## src/rtl/pop_timers_pkg.sv

```systemverilog
// Shared phase type, register widths and timing constants for the POP sequence generator.
// Autorepeat constants exist only when POP_TIMERS_AUTOREPEAT_EN is defined.
package pop_timers_pkg;

   typedef enum logic [2:0] {
      PH_PUMP,
      PH_WAIT1,
      PH_MW1,
      PH_FREE,
      PH_MW2,
      PH_WAIT2,
      PH_PROBE
   } phase_e;

   localparam int PI2_W  = 8;
   localparam int FREE_W = 12;
   localparam int CNT_W  = 16;

   localparam int PUMP_CYC   = 1000;
   localparam int WAIT1_CYC  = 50;
   localparam int WAIT2_CYC  = 50;
   localparam int PROBE_CYC  = 500;
   localparam int SAMPLE_DLY = 50;

   localparam int PI2_DEF  = 25;
   localparam int PI2_STEP = 1;
   localparam int PI2_MIN  = 1;
   localparam int PI2_MAX  = 255;

   localparam int FREE_DEF  = 1250;
   localparam int FREE_STEP = 25;
   localparam int FREE_MIN  = 25;
   localparam int FREE_MAX  = 4000;

`ifdef POP_TIMERS_AUTOREPEAT_EN
   // 0.5 s hold before the first repeat, then one step every 100 ms at 2.5 MHz
   localparam int AR_W      = 21;
   localparam int AR_DELAY  = 1250000;
   localparam int AR_PERIOD = 250000;
`endif

   function automatic phase_e next_phase(input phase_e p);
      phase_e n;
      case (p)
         PH_PUMP:  n = PH_WAIT1;
         PH_WAIT1: n = PH_MW1;
         PH_MW1:   n = PH_FREE;
         PH_FREE:  n = PH_MW2;
         PH_MW2:   n = PH_WAIT2;
         PH_WAIT2: n = PH_PROBE;
         default:  n = PH_PUMP;
      endcase
      return n;
   endfunction

   function automatic logic [CNT_W-1:0] phase_len(input phase_e p,
                                                   input logic [PI2_W-1:0] pi2,
                                                   input logic [FREE_W-1:0] fp);
      logic [CNT_W-1:0] n;
      case (p)
         PH_PUMP:        n = CNT_W'(PUMP_CYC);
         PH_WAIT1:       n = CNT_W'(WAIT1_CYC);
         PH_MW1, PH_MW2: n = CNT_W'(pi2);
         PH_FREE:        n = CNT_W'(fp);
         PH_WAIT2:       n = CNT_W'(WAIT2_CYC);
         default:        n = CNT_W'(PROBE_CYC);
      endcase
      return n;
   endfunction

endpackage

```

## src/rtl/pop_timers_if.sv

```systemverilog
// Front-panel controls and timing outputs of the POP sequence generator, plus the phase for debug.
interface pop_timers_if;
   import pop_timers_pkg::*;

   // No valid/ready handshake: controls are levels sampled on falling clk_2M5 edges (steps act
   // on 0->1 only); outputs and phase are registered levels that change only on falling edges.
   logic   load_defaults;
   logic   pieovertwo_plus;
   logic   pieovertwo_minus;
   logic   freeprecess_plus;
   logic   freeprecess_minus;
   logic   pump;
   logic   probe;
   logic   MW;
   logic   sample;
   phase_e phase;

   modport master (
      output load_defaults, pieovertwo_plus, pieovertwo_minus, freeprecess_plus, freeprecess_minus,
      input  pump, probe, MW, sample, phase
   );

   modport slave (
      input  load_defaults, pieovertwo_plus, pieovertwo_minus, freeprecess_plus, freeprecess_minus,
      output pump, probe, MW, sample, phase
   );

endinterface

```

## src/rtl/pop_step_adjust.sv

```systemverilog
// Edge-triggered saturating up/down adjust register for one POP timing value.
// Define POP_TIMERS_AUTOREPEAT_EN to add hold-to-repeat on the step inputs.
module pop_step_adjust
   import pop_timers_pkg::*;
#(
   parameter int W    = 8,
   parameter int DEF  = 25,
   parameter int STEP = 1,
   parameter int MIN  = 1,
   parameter int MAX  = 255
) (
   input  logic         clk_2M5,
   input  logic         rst_n,
   input  logic         load_defaults,
   input  logic         plus,
   input  logic         minus,
   output logic [W-1:0] value
);

   logic         plus_q, plus_d, plus_prev_q, plus_prev_d;
   logic         minus_q, minus_d, minus_prev_q, minus_prev_d;
   logic [W-1:0] value_q, value_d;
   logic         plus_rep, minus_rep;
   logic         plus_step, minus_step;

`ifdef POP_TIMERS_AUTOREPEAT_EN
   logic [AR_W-1:0] plus_hold_q, plus_hold_d, minus_hold_q, minus_hold_d;

   always_comb begin
      plus_rep    = 1'b0;
      minus_rep   = 1'b0;
      plus_hold_d  = '0;
      minus_hold_d = '0;
      // After the first repeat the counter rewinds so later repeats come every AR_PERIOD
      if (plus_q && plus_prev_q) begin
         if (plus_hold_q == AR_W'(AR_DELAY - 1)) begin
            plus_rep    = 1'b1;
            plus_hold_d = AR_W'(AR_DELAY - AR_PERIOD);
         end else begin
            plus_hold_d = plus_hold_q + 1'b1;
         end
      end
      if (minus_q && minus_prev_q) begin
         if (minus_hold_q == AR_W'(AR_DELAY - 1)) begin
            minus_rep    = 1'b1;
            minus_hold_d = AR_W'(AR_DELAY - AR_PERIOD);
         end else begin
            minus_hold_d = minus_hold_q + 1'b1;
         end
      end
   end

   always_ff @(negedge clk_2M5 or negedge rst_n) begin
      if (!rst_n) begin
         plus_hold_q  <= '0;
         minus_hold_q <= '0;
      end else begin
         plus_hold_q  <= plus_hold_d;
         minus_hold_q <= minus_hold_d;
      end
   end
`else
   assign plus_rep  = 1'b0;
   assign minus_rep = 1'b0;
`endif

   always_comb begin
      plus_d       = plus;
      minus_d      = minus;
      plus_prev_d  = plus_q;
      minus_prev_d = minus_q;
      plus_step    = (plus_q & ~plus_prev_q) | plus_rep;
      minus_step   = (minus_q & ~minus_prev_q) | minus_rep;
      value_d      = value_q;
      // Simultaneous plus and minus cancel; load_defaults overrides everything
      if (load_defaults) begin
         value_d = W'(DEF);
      end else if (plus_step && !minus_step) begin
         value_d = (value_q > W'(MAX - STEP)) ? W'(MAX) : value_q + W'(STEP);
      end else if (minus_step && !plus_step) begin
         value_d = (value_q < W'(MIN + STEP)) ? W'(MIN) : value_q - W'(STEP);
      end
   end

   always_ff @(negedge clk_2M5 or negedge rst_n) begin
      if (!rst_n) begin
         plus_q       <= 1'b0;
         plus_prev_q  <= 1'b0;
         minus_q      <= 1'b0;
         minus_prev_q <= 1'b0;
         value_q      <= W'(DEF);
      end else begin
         plus_q       <= plus_d;
         plus_prev_q  <= plus_prev_d;
         minus_q      <= minus_d;
         minus_prev_q <= minus_prev_d;
         value_q      <= value_d;
      end
   end

   assign value = value_q;

endmodule

```

## src/rtl/pop_timers.sv

```systemverilog
// POP sequence generator: pump, Ramsey MW pair and probe/sample windows from falling clk_2M5 edges.
// Define POP_TIMERS_AUTOREPEAT_EN for hold-to-repeat on the adjust buttons.
module pop_timers
   import pop_timers_pkg::*;
(
   input logic         clk_2M5,
   input logic         rst_n,
   pop_timers_if.slave bus
);

   logic [PI2_W-1:0]  pi2_reg, pi2_sh_q, pi2_sh_d;
   logic [FREE_W-1:0] free_reg, free_sh_q, free_sh_d;
   phase_e            phase_q, phase_d;
   logic [CNT_W-1:0]  cnt_q, cnt_d;
   logic [CNT_W-1:0]  cyc_len, cyc_rem;
   logic              pump_q, pump_d, probe_q, probe_d, mw_q, mw_d, sample_q, sample_d;

   pop_step_adjust #(
      .W(PI2_W), .DEF(PI2_DEF), .STEP(PI2_STEP), .MIN(PI2_MIN), .MAX(PI2_MAX)
   ) u_pi2 (
      .clk_2M5       (clk_2M5),
      .rst_n         (rst_n),
      .load_defaults (bus.load_defaults),
      .plus          (bus.pieovertwo_plus),
      .minus         (bus.pieovertwo_minus),
      .value         (pi2_reg)
   );

   pop_step_adjust #(
      .W(FREE_W), .DEF(FREE_DEF), .STEP(FREE_STEP), .MIN(FREE_MIN), .MAX(FREE_MAX)
   ) u_free (
      .clk_2M5       (clk_2M5),
      .rst_n         (rst_n),
      .load_defaults (bus.load_defaults),
      .plus          (bus.freeprecess_plus),
      .minus         (bus.freeprecess_minus),
      .value         (free_reg)
   );

   // cnt_q holds the cycles of phase_q still to issue; zero means phase_q has not started yet
   always_comb begin
      phase_d   = phase_q;
      cnt_d     = cnt_q;
      pi2_sh_d  = pi2_sh_q;
      free_sh_d = free_sh_q;
      cyc_len   = phase_len(phase_q, pi2_sh_q, free_sh_q);
      cyc_rem   = '0;
      if (cnt_q == '0) begin
         cyc_rem = cyc_len - 1'b1;
         if (phase_q == PH_PUMP) begin
            pi2_sh_d  = pi2_reg;
            free_sh_d = free_reg;
         end
      end else begin
         cyc_rem = cnt_q - 1'b1;
      end
      if (cyc_rem == '0) begin
         phase_d = next_phase(phase_q);
         cnt_d   = '0;
      end else begin
         cnt_d   = cyc_rem;
      end
      pump_d   = (phase_q == PH_PUMP);
      mw_d     = (phase_q == PH_MW1) || (phase_q == PH_MW2);
      probe_d  = (phase_q == PH_PROBE);
      sample_d = (phase_q == PH_PROBE) && (cyc_rem < CNT_W'(PROBE_CYC - SAMPLE_DLY));
   end

   always_ff @(negedge clk_2M5 or negedge rst_n) begin
      if (!rst_n) begin
         phase_q   <= PH_PUMP;
         cnt_q     <= '0;
         pi2_sh_q  <= PI2_W'(PI2_DEF);
         free_sh_q <= FREE_W'(FREE_DEF);
         pump_q    <= 1'b0;
         probe_q   <= 1'b0;
         mw_q      <= 1'b0;
         sample_q  <= 1'b0;
      end else begin
         phase_q   <= phase_d;
         cnt_q     <= cnt_d;
         pi2_sh_q  <= pi2_sh_d;
         free_sh_q <= free_sh_d;
         pump_q    <= pump_d;
         probe_q   <= probe_d;
         mw_q      <= mw_d;
         sample_q  <= sample_d;
      end
   end

   assign bus.pump   = pump_q;
   assign bus.probe  = probe_q;
   assign bus.MW     = mw_q;
   assign bus.sample = sample_q;
   assign bus.phase  = phase_q;

endmodule

```

## src/flat_wrapper.sv

```systemverilog
// flat-port wrapper written by rule: the top's interface ports become plain ports
module pop_timers_flat import pop_timers_pkg::*;
  (clk_2M5, rst_n, bus_load_defaults, bus_pieovertwo_plus, bus_pieovertwo_minus, bus_freeprecess_plus, bus_freeprecess_minus, bus_pump, bus_probe, bus_MW, bus_sample, bus_phase);
  pop_timers_if bus_i ();
  input logic clk_2M5;
  input logic rst_n;
  input wire logic [$bits(bus_i.load_defaults)-1:0] bus_load_defaults;
  input wire logic [$bits(bus_i.pieovertwo_plus)-1:0] bus_pieovertwo_plus;
  input wire logic [$bits(bus_i.pieovertwo_minus)-1:0] bus_pieovertwo_minus;
  input wire logic [$bits(bus_i.freeprecess_plus)-1:0] bus_freeprecess_plus;
  input wire logic [$bits(bus_i.freeprecess_minus)-1:0] bus_freeprecess_minus;
  output wire logic [$bits(bus_i.pump)-1:0] bus_pump;
  output wire logic [$bits(bus_i.probe)-1:0] bus_probe;
  output wire logic [$bits(bus_i.MW)-1:0] bus_MW;
  output wire logic [$bits(bus_i.sample)-1:0] bus_sample;
  output wire logic [$bits(bus_i.phase)-1:0] bus_phase;
  assign bus_i.load_defaults = bus_load_defaults;
  assign bus_i.pieovertwo_plus = bus_pieovertwo_plus;
  assign bus_i.pieovertwo_minus = bus_pieovertwo_minus;
  assign bus_i.freeprecess_plus = bus_freeprecess_plus;
  assign bus_i.freeprecess_minus = bus_freeprecess_minus;
  assign bus_pump = bus_i.pump;
  assign bus_probe = bus_i.probe;
  assign bus_MW = bus_i.MW;
  assign bus_sample = bus_i.sample;
  assign bus_phase = bus_i.phase;
  pop_timers u_core (.clk_2M5(clk_2M5), .rst_n(rst_n), .bus(bus_i));
endmodule
```

## config.mk

```make
export PLATFORM = sky130hd
export DESIGN_NAME = pop_timers_flat
export DESIGN_NICKNAME = d
export VERILOG_FILES = /design/src/rtl/pop_timers_pkg.sv /design/src/rtl/pop_timers_if.sv /design/src/rtl/pop_step_adjust.sv /design/src/rtl/pop_timers.sv /design/src/flat_wrapper.sv
export SDC_FILE = /design/constraint.sdc
export NUM_CORES = 1
export LEC_CHECK = 0
export ABC_AREA = 1
export ABC_CLOCK_PERIOD_IN_PS = 2500
export BUFFER_PORTS_ARGS = -buffer_cell sky130_fd_sc_hd__buf_2
export CAP_MARGIN = 10
export CORE_ASPECT_RATIO = 1.25
export CORE_UTILIZATION = 35
export CTS_CLUSTER_DIAMETER = 100
export DETAILED_ROUTE_END_ITERATION = 10
export GPL_TIMING_DRIVEN = 0
export PLACE_DENSITY_LB_ADDON = 0.1
export SKIP_LAST_GASP = 1
export SYNTH_ARGS = -nofsm -noshare
export SYNTH_HDL_FRONTEND = slang
export SYNTH_SLANG_ARGS = --single-unit
```

## constraint.sdc

```tcl
create_clock -name clk_2M5 -period 2.5 [get_ports clk_2M5]
set_clock_uncertainty 0.1 [all_clocks]
set_input_delay 0.5 -clock clk_2M5 [delete_from_list [all_inputs] [get_ports clk_2M5]]
set_output_delay 0.5 -clock clk_2M5 [all_outputs]
set_load 0.01 [all_outputs]
```

==> impl_metrics.py <==
metrics = {
    "finish": {
        "final_common_cell": "nand2_1",
        "fin_nets": 737,
        "multi_input_comb_area_sq_um": 2760,
        "fin_util_pct": 43.8,
        "drive_gt1_share_pct": 21.4,
        "fin_cells": 899,
        "area_growth_pct": 20.8,
        "final_area_sq_um": 5880,
        "insertedDiodeCount": 0,
        "regArea_sq_um": 1800,
        "final_cell_mix": "nand2_1 (149), inv_1 (100), nor2_1 (65)",
        "nFillCells": 1410,
    },
    "clock_network": {
        "insertion_delay_ps": 390,
        "clk_transition_reported_paths_ps": 40,
        "ctsHoldBuffers": 0,
        "cts_buffers": 9,
        "htree_num_levels": 3,
        "cts_tree": "built",
        "cts.sinks": 71,
        "clockBufferDepth": 2,
        "cts-root-buf": "clkbuf_16",
    },
    "synthesis": {
        "synth_fp_nets": 680,
        "syn-cell-area_sq_um": 4860,
        "ys_dominant_reg_cell": "dfrtn_1",
        "yosys_warnings": 0,
        "synth_top_area_share_pct": 28.3,
        "synth_compound_area_share_pct": 10.4,
        "synth-xor-area-share_pct": 4.32,
        "yosys_register_bits": 71,
        "synth_top_family_by_area": "simple AND/OR/NAND/NOR gates",
        "netlist_instances": 666,
        "synthTopCellsByArea": "dfrtn_1 (28%), nand2_1 (12%), dfstp_2 (8.6%)",
        "synth_area_per_cell_sq_um": 7.30,
        "synth_edf_count": 0,
        "synth_top_area_cell": "dfrtn_1",
        "synthSimpleGateAreaFrac_pct": 37.3,
        "ys_types": 45,
        "synthAdderAreaFrac_pct": 1.80,
        "yosysSeqAreaShare_pct": 37.0,
        "synthArstFlopShare_pct": 100,
        "synthMuxAreaShare_pct": 0,
    },
    "global_route": {
        "first_global_vias": 4438,
        "grt_max_degree": 51,
        "grt_pass1_wl_um": 21300,
        "gr-total-overflow": 0,
        "track_usage_pct": 19.1,
        "antenna_found_initial": 0,
    },
    "power_and_ir_drop": {
        "peakVddDrop_mv": 0.363,
        "power_w": 0.00343,
        "netSwitchingPower_w": 0.000979,
        "power_switching_share_pct": 28.5,
        "powerDensity_nw_per_um2": 584,
        "p_comb_share_pct": 14.8,
        "seq_power_share_pct": 38.0,
        "p_leak_nw": 2.90,
        "pwr-share-clk_pct": 47.3,
        "internal_power_w": 0.00245,
    },
    "drt": {
        "antenna_left": 0,
        "vias": 4382,
        "wl_per_cell_um": 14.1,
        "routed.top_layer": "met4",
        "routed_wl_um": 12700,
        "wl_met1_um": 5320,
        "drtPass1Iterations": 4,
        "dr_wl_met2_um": 6950,
        "drt-vias-per-instance": 4.87,
        "drc_errors": 0,
        "wl_met3_um": 247,
        "drt_iter0_drc": 183,
    },
    "floorplan": {
        "start_util_pct": 36.3,
        "die_area_sq_um": 14400,
        "die_x_um": 107,
        "core_sq_um": 13400,
        "dieHeight_um": 134,
        "core.rowCount": 47,
        "io_pins": 14,
    },
    "critical_path": {
        "cp.depth": 1,
        "crit_fanout": 2,
        "worstPathRequired_ps": 1900,
        "path_buf_inv": 1,
        "path_class": "register to primary output",
        "arrival_ps": 2180,
        "worstPathCellList": "buf_2",
        "critPathSlowestCell": "dfrtn_1",
        "crit_path_max_incr_delay_ps": 440,
        "end_kind": "primary output",
        "reg2reg_depth": 16,
        "critPathTopFamily": "flip-flops",
        "startpoint_type": "register",
    },
    "timing": {
        "drv_slew": 0,
        "setup_slack_ps": -281,
        "rsz0062_at_grt": "true",
        "slew_headroom_pct": 64.1,
        "finalHoldViolCount": 0,
        "worst_slew_pin_slew_ps": 533,
        "finalSetupViolations": 11,
    },
    "place": {
        "hpwlAfterDp_um": 9700,
        "dp_cells": 851,
        "routabilityCongestion": 0.877,
        "place_area_sq_um": 5220,
        "port_buffers": 13,
    },
    "run_status": {
        "outcome": "finished with violations",
        "violations": "setup timing",
    },
    "flow_run": {
        "drv_cap": 0,
    },
    "worst_hold_path": {
        "hold_class": "register to register",
        "whs_path_depth": 0,
    },
}
-- area by class of cell --
cell class	count	share of cell area [%]
multi-input cells	483	47.0
flip-flops and latches	71	30.6
inverters	98	6.56
clock buffers	11	4.13
repair buffers	31	3.96
well taps	171	3.64
clock inverters	21	2.85
plain buffers	13	1.26
-- what timing repair did --
action | in CTS | in global routing
endpoints found under the setup margin | 23 | 15
hold endpoints to repair | 0 | 0
pin swaps | 9 | 18
setup buffers | 13 | 4
resized for setup | 16 | 20
-- final timing paths --
path,slack (ps),end,from
max,-280,bus_phase[0],u_core.bus.phase[0]
min,220,u_core.u_free.plus_prev_q,u_core.u_free.plus_prev_d
max reg2reg,-120,u_core.bus.phase[1],u_core.bus.phase[0]
min reg2reg,220,u_core.u_free.plus_prev_q,u_core.u_free.plus_prev_d
max in group asynchronous,530,u_core.u_free.value[10],rst_n
min in group asynchronous,1080,u_core.cnt_q[1],rst_n
-- metrics by stage --
step	setup slack (ps)	setup TNS [ps]	hold slack, ps
2_1_floorplan	-5.88	-7.06	214
6_report	-281	-1940	218
5_1_grt	-312	-2810	223
4_1_cts	-302	-2370	221
3_5_place_dp	-504	-9720	221
3_3_place_gp	-784	-60790	218
-- cell families (layout without fill, tap and decap cells) --
family	Yosys count	count (layout)
AOI/OAI and AO/OA	87	87
xor gates and xnor gates	24	24
adders and majority gates	7	7
buffers and inverters	112	174
DFF	71	71
and+or+nand+nor	365	365
-- cells in the mapped netlist (all sizes together), types with 7 or more instances --
cell type  count
nor3           9
nor2          86
ha             7
xor2          22
inv           98
nand4         20
nand2        172
dfstp         16
clkbuf         9
a21oi         18
nand3         73
o21ai         47
dfrtn         55
-- sequential cells by signal, indices dropped and copies added, names as in the netlist --
name                        flops
u_core.cnt_q                   16
u_core.u_free.minus_prev_d      1
u_core.u_pi2.plus_prev_d        1
u_core.pi2_sh_q                 8
u_core.u_pi2.value              8
u_core.u_pi2.minus_prev_d       1
u_core.u_free.minus_prev_q      1
u_core.bus.sample               1
u_core.bus.probe                1
u_core.bus.phase                3
u_core.u_pi2.plus_prev_q        1
u_core.bus.MW                   1
u_core.u_free.plus_prev_d       1
u_core.bus.pump                 1
u_core.free_sh_q               12
u_core.u_free.value            12
u_core.u_free.plus_prev_q       1
u_core.u_pi2.minus_prev_q       1
-- power groups by stage --
stage	Sequential, W	Combinational (W)	Clock (W)
floorplan	0.00130	0.000363	0.0000417
global route	0.00131	0.000584	0.00173
finish	0.00130	0.000506	0.00162
global placement	0.00132	0.000481	0.0000417
detailed placement	0.00132	0.000491	0.0000417
CTS	0.00130	0.000499	0.00166
-- layer usage --
layer,GRT usage [%],vias up
li1,-,2285
met1,21.4,2037
met2,36.5,49
met3,3.11,11
met4,5.40,0
met5,0,-
No activity file was read; power rests on OpenSTA's default activity.
